===== src/rtl/stream_pkg.sv =====
// Shared definitions for the filter data stream: parity helper, default word
// width and the receive-side action encoding.
package stream_pkg;

   localparam int DEFAULT_WIDTH = 16;
   localparam int MAX_WIDTH     = 64;

   typedef enum logic [1:0] {
      RX_IDLE,
      RX_PUSH,
      RX_DROP_ERR,
      RX_DROP_OVF
   } rx_action_e;

   // Zero-extension leaves the XOR unchanged, so one function serves any width up to MAX_WIDTH.
   function automatic logic calc_parity(input logic [MAX_WIDTH-1:0] word);
      return ^word;
   endfunction

endpackage


===== src/rtl/sync_fifo.sv =====
// Synchronous FIFO with a registered head word, so the head output never
// depends combinationally on push/pop.
module sync_fifo #(
   parameter int WIDTH = 16,
   parameter int DEPTH = 4
) (
   input  logic                     clk,
   input  logic                     reset,
   input  logic                     i_push,
   input  logic                     i_pop,
   input  logic [WIDTH-1:0]         i_data,
   output logic [WIDTH-1:0]         o_data,
   output logic                     o_full,
   output logic                     o_empty,
   output logic [$clog2(DEPTH):0]   o_level
);

   localparam int PTR_W = $clog2(DEPTH);
   localparam int LVL_W = PTR_W + 1;

   logic [WIDTH-1:0] r_mem [DEPTH];
   logic [WIDTH-1:0] r_head;
   logic [PTR_W-1:0] r_wr_ptr;
   logic [PTR_W-1:0] r_rd_ptr;
   logic [LVL_W-1:0] r_level;

   logic             w_push;
   logic             w_pop;
   logic [PTR_W-1:0] w_rd_next;
   logic [LVL_W-1:0] w_level_next;

   assign o_empty   = (r_level == '0);
   assign o_full    = (r_level == LVL_W'(DEPTH));
   assign w_pop     = i_pop & ~o_empty;
   assign w_push    = i_push & (~o_full | w_pop);
   assign w_rd_next = r_rd_ptr + PTR_W'(w_pop);

   // NOTE: every variable assigned in always_comb gets a default first, so no latch is inferred.
   always_comb begin
      w_level_next = r_level;
      case ({w_push, w_pop})
         2'b10:   w_level_next = r_level + 1'b1;
         2'b01:   w_level_next = r_level - 1'b1;
         default: w_level_next = r_level;
      endcase
   end

   // NOTE: storage has no reset; occupancy and pointers alone define which entries are live.
   always_ff @(posedge clk) begin
      if (w_push) r_mem[r_wr_ptr] <= i_data;
   end

   // NOTE: sequential state uses non-blocking assignments only, so every register sees pre-edge values.
   always_ff @(posedge clk) begin
      if (reset) begin
         r_wr_ptr <= '0;
         r_rd_ptr <= '0;
         r_level  <= '0;
         r_head   <= '0;
      end else begin
         if (w_push) r_wr_ptr <= r_wr_ptr + 1'b1;
         r_rd_ptr <= w_rd_next;
         r_level  <= w_level_next;
         // The new head is the word being written when it lands in the slot about to be read.
         if (w_level_next != '0)
            r_head <= (w_push && (r_wr_ptr == w_rd_next)) ? i_data : r_mem[w_rd_next];
      end
   end

   assign o_data  = r_head;
   assign o_level = r_level;

endmodule


===== src/rtl/stream_parity_rx.sv =====
// Receiver for the filter stream: checks even parity, buffers good words and
// counts parity errors and overflow drops in saturating counters.
module stream_parity_rx
   import stream_pkg::*;
#(
   parameter int WIDTH     = DEFAULT_WIDTH,
   parameter int DEPTH     = 4,
   parameter int CNT_WIDTH = 8
) (
   input  logic                   clk,
   input  logic                   reset,
   input  logic [WIDTH-1:0]       in_data,
   input  logic                   in_valid,
   input  logic                   in_parity,
   output logic [WIDTH-1:0]       out_data,
   output logic                   out_valid,
   input  logic                   out_ready,
   output logic [$clog2(DEPTH):0] level,
   output logic [CNT_WIDTH-1:0]   err_count,
   output logic [CNT_WIDTH-1:0]   ovf_count,
   output logic                   err_pulse
);

   localparam logic [CNT_WIDTH-1:0] CNT_MAX = '1;

   logic                 w_good;
   logic                 w_full;
   logic                 w_empty;
   logic                 w_push;
   logic                 w_pop;
   rx_action_e           w_action;

   logic [CNT_WIDTH-1:0] r_err_count;
   logic [CNT_WIDTH-1:0] r_ovf_count;
   logic                 r_err_pulse;

   assign w_good = (calc_parity(MAX_WIDTH'(in_data)) == in_parity);
   assign w_pop  = ~w_empty & out_ready;

   // Parity is judged before fullness: a corrupt word is an error even when the FIFO is full.
   always_comb begin
      w_action = RX_IDLE;
      if (in_valid) begin
         if (!w_good)
            w_action = RX_DROP_ERR;
         else if (!w_full || w_pop)
            w_action = RX_PUSH;
         else
            w_action = RX_DROP_OVF;
      end
   end

   assign w_push = (w_action == RX_PUSH);

   sync_fifo #(
      .WIDTH (WIDTH),
      .DEPTH (DEPTH)
   ) u_fifo (
      .clk     (clk),
      .reset   (reset),
      .i_push  (w_push),
      .i_pop   (w_pop),
      .i_data  (in_data),
      .o_data  (out_data),
      .o_full  (w_full),
      .o_empty (w_empty),
      .o_level (level)
   );

   always_ff @(posedge clk) begin
      if (reset) begin
         r_err_count <= '0;
         r_ovf_count <= '0;
         r_err_pulse <= 1'b0;
      end else begin
         r_err_pulse <= (w_action == RX_DROP_ERR);
         if ((w_action == RX_DROP_ERR) && (r_err_count != CNT_MAX))
            r_err_count <= r_err_count + 1'b1;
         if ((w_action == RX_DROP_OVF) && (r_ovf_count != CNT_MAX))
            r_ovf_count <= r_ovf_count + 1'b1;
      end
   end

   assign out_valid = ~w_empty;
   assign err_count = r_err_count;
   assign ovf_count = r_ovf_count;
   assign err_pulse = r_err_pulse;

endmodule


===== config.mk =====
export PLATFORM = sky130hd
export DESIGN_NAME = stream_parity_rx
export DESIGN_NICKNAME = d
export VERILOG_FILES = /design/src/rtl/stream_pkg.sv /design/src/rtl/sync_fifo.sv /design/src/rtl/stream_parity_rx.sv
export SDC_FILE = /design/constraint.sdc
export NUM_CORES = 1
export LEC_CHECK = 0
export CAP_MARGIN = 20
export CORE_ASPECT_RATIO = 0.6
export CORE_MARGIN = 2
export CORE_UTILIZATION = 59
export DETAILED_ROUTE_END_ITERATION = 10
export GPL_ROUTABILITY_DRIVEN = 0
export PLACE_DENSITY = 0.81
export SKIP_CTS_REPAIR_TIMING = 1
export SLEW_MARGIN = 15
export SYNTH_ARGS = -nofsm -noshare
export SYNTH_HDL_FRONTEND = slang
export SYNTH_SLANG_ARGS = --single-unit

===== constraint.sdc =====
create_clock -name clk -period 10.9 [get_ports clk]
set_clock_uncertainty 0.1 [all_clocks]
set_input_delay 1.09 -clock clk [delete_from_list [all_inputs] [get_ports clk]]
set_output_delay 1.09 -clock clk [all_outputs]
set_load 0.01 [all_outputs]

==> qor.txt <==
Routed length per instance: 17.1 um
Clock-pin slew on the worst setup and hold paths: 0.07 ns
Total grt overflow: 0
Area after DPL: 5000 sq um
CTS root buf: clkbuf_16
# IOs: 58
Slowest-stage cell, CP: nor2_2
Die footprint: 8080 sq um
RSZ-0062 raised after global routing: no
Seq/Total Area, Yosys: 62.7%
First-pass GRT wire length: 12.9 mm
Die Span Y: 70.4 um
Hold path startpoint: u_fifo.o_data[6]
Worst-path cell chain: clkdlybuf4s50_1 > xnor3_1 > xnor3_1 > xnor3_1 > nor2_1 > inv_1 > ha_1 > or3b_2 > o21ai_0 > nand3_1 > nor2_2 > nand2_1 > o21ai_1
Area of the mapped netlist: 4340 sq um
Delay-heaviest family, CP: simple AND/OR/NAND/NOR gates
DR vias: 2606
Total power: 1350 uW
Leakage: 0.00175 uW
PwrDens: 255 nW/um^2
CTS Buffer Depth: 2
Final Non-Filler Cells: 465
Total clock sinks: 104
Core area: 7210 sq um
Fmax: 0.189 GHz
Total GRT Usage: 21.3%
Final nets: 399
P&R area growth vs syn: 21.7%
Crit path max fanout: 16
First-pass iteration count of the detailed router: 4
Syn_area_per_cell: 14.0 sq um
Ant. Diodes: 0
Worst EP required: 11.06 ns
Status: finished, final reports clean
Max VDD drop: 0.161 mV
Largest net degree at the start of global routing: 27
CP Buf/Inv Count: 2
Fill cell count: 483
Yosys Warn Count: 0
Fin crit share: 48.6%
Worst r2r src: u_fifo.o_level[0]
Final Cell Area: 5280 sq um
H-tree lvl count: 3
WP data arrival: 5.46 ns
Initial DRC Count: 167
Worst path max stage delay: 0.61 ns
Synth cell types: 33
Worst R2R End: u_fifo.o_data[0]
Cells on worst reg2reg path: 12
DRT antenna net count: 0
Flop-to-flop setup slack: 7.45 ns
Post-synthesis cell count: 309
Hold worst-path end: u_fifo.o_data[6]
Final hold violation count: 0
TritonCTS Buffers: 9
Worst slack, placed: 4.99 ns
Die extent in x: 115 um
# Max-Cap Violations: 0
# rows: 24
CP Class: primary input to flop
Final Slew Violations: 0
Via density: 5.60
Vias in the first global route: 2615
DRC: 0
Final WS setup: 5.61 ns
Placed cells: 449
Worst setup SP type: primary input
Setup TNS: 0 ns
Slew @ Worst Pin: 0.972 ns
Relative max-transition margin: 35.0%
Post-DP HPWL: 5.17 mm
I/O Buffers: 57
Initial Util: 60.2%
Clock Latency Late Sink: 0.34 ns
Critical path endpoint category: flop
Mapped Nets: 339
Yosys reg bits: 104
Final setup violation count: 0
Final wirelength: 7.93 mm
Most common cell on crit path: xnor3_1
Antenna violations before repair: 0
Ratio of cells with drive above 1 in the final layout: 9.36%
Fin crit period: 5.29 ns
Worst hold path depth: 2
CTS tree: yes
Worst min path class: flop to flop
## report_power, final
part           internal, uW  leakage (uW)  switching (uW)
logic                   251      0.000711             269
registers               491      0.000908            30.1
clock network           178      0.000135             129
total                   920       0.00175             428
## per-layer routing
metal / routed length (um) / GRT usage [%]
met5: 0 / 0
met4: 60 / 6.02
met3: 368 / 5.21
met2: 3690 / 33.4
met1: 3810 / 30.1
## Yosys cell counts
library cell / instances / area (sq um)
nand4_1: 4 / 25.0
dfxtp_1: 40 / 801
nor3_1: 4 / 20.0
buf_1: 1 / 3.75
clkbuf_1: 9 / 33.8
a21oi_1: 9 / 45.0
nor2_1: 18 / 67.6
nor4_4: 1 / 21.3
nand2_1: 24 / 90.1
inv_1: 9 / 33.8
mux2i_1: 17 / 170
fa_1: 1 / 20.0
nand2b_1: 1 / 6.26
o31ai_1: 2 / 15.0
edfxtp_1: 64 / 1920
nand4b_1: 1 / 8.76
ha_1: 8 / 100
a31o_2: 1 / 8.76
nor4_1: 2 / 12.5
xnor2_1: 17 / 149
or4_1: 2 / 15.0
mux4_2: 16 / 360
o21ai_0: 12 / 60.1
xnor3_1: 4 / 90.1
and2_1: 5 / 31.3
nand3_1: 11 / 55.1
nor2b_1: 3 / 18.8
xor2_1: 5 / 43.8
or3_1: 4 / 25.0
a211oi_1: 1 / 7.51
buf_6: 1 / 11.3
o21ai_1: 10 / 50.1
or3b_2: 2 / 17.5
## worst max-delay path by stage
stage / startpoint / endpoint / slack [ns] / cells after the start
final: in_data[13] / u_fifo.o_data[0] / 5.61 / 13
after global routing: in_data[13] / u_fifo.o_data[2] / 5.28 / 15
after CTS: in_data[13] / u_fifo.o_data[0] / 5.28 / 13
after detailed placement: in_data[13] / u_fifo.o_data[0] / 4.99 / 13
after global placement: in_data[13] / u_fifo.o_data[6] / 5.20 / 13
after floorplan: in_data[13] / u_fifo.o_data[0] / 6.36 / 16
## layout by cell type, fill, tap and decap left out, types with 3 or more instances in the layout
master	n
xor2_1	5
dfxtp_1	40
nand2_1	24
xnor2_1	17
mux4_2	16
o21ai_1	10
nor2b_1	3
a21oi_1	9
buf_4	3
nor3_1	4
edfxtp_1	64
nand3_1	11
inv_1	9
nor2_1	17
xnor3_1	4
and2_1	5
clkbuf_16	9
nand4_1	4
or3_1	4
clkbuf_1	4
ha_1	8
o21ai_0	12
clkdlybuf4s50_1	57
mux2i_1	17
## cells by family (layout without fill, tap and decap cells)
family,Yosys count,count (layout),share of synthesized area [%]
fa+ha+maj,9,9,2.77
mux,33,33,12.2
simple gates,82,82,9.54
flops,104,104,62.7
xor+xnor,26,26,6.52
buf+inv,20,85,1.90
compound gates,35,35,4.30
## layout make-up
| cell class | count | area [sq um] | area share [%] |
|---|---|---|---|
| tap | 91 | 114 | 2.16 |
| inverter | 9 | 33.8 | 0.640 |
| timing repair buffer | 60 | 593 | 11.2 |
| sequential | 104 | 2720 | 51.5 |
| clock buffer | 13 | 240 | 4.55 |
| multi-input combinational | 185 | 1540 | 29.1 |
| clock inverter | 3 | 42.5 | 0.805 |
## state kept, by name, indices dropped and copies added (netlist names)
signal,cells
u_fifo.r_wr_ptr,2
u_fifo.r_rd_ptr,2
err_count,8
u_fifo.o_data,16
ovf_count,8
u_fifo.o_level,3
u_fifo.r_mem,64
err_pulse,1
## tightest hold or removal path: stages, from the launching register on
cell and delay, ns:
dfxtp_1 0.31, nand2_1 0.05, o21ai_1 0.05
## metrics by stage
stage          hold slack (ns)  util, %
2_1_floorplan            0.373        -
3_3_place_gp             0.334     69.3
6_report                 0.350     73.3
3_5_place_dp             0.342     69.3
5_1_grt                  0.368     73.3
4_1_cts                  0.352     73.3
(Power assumes the default switching activity.)
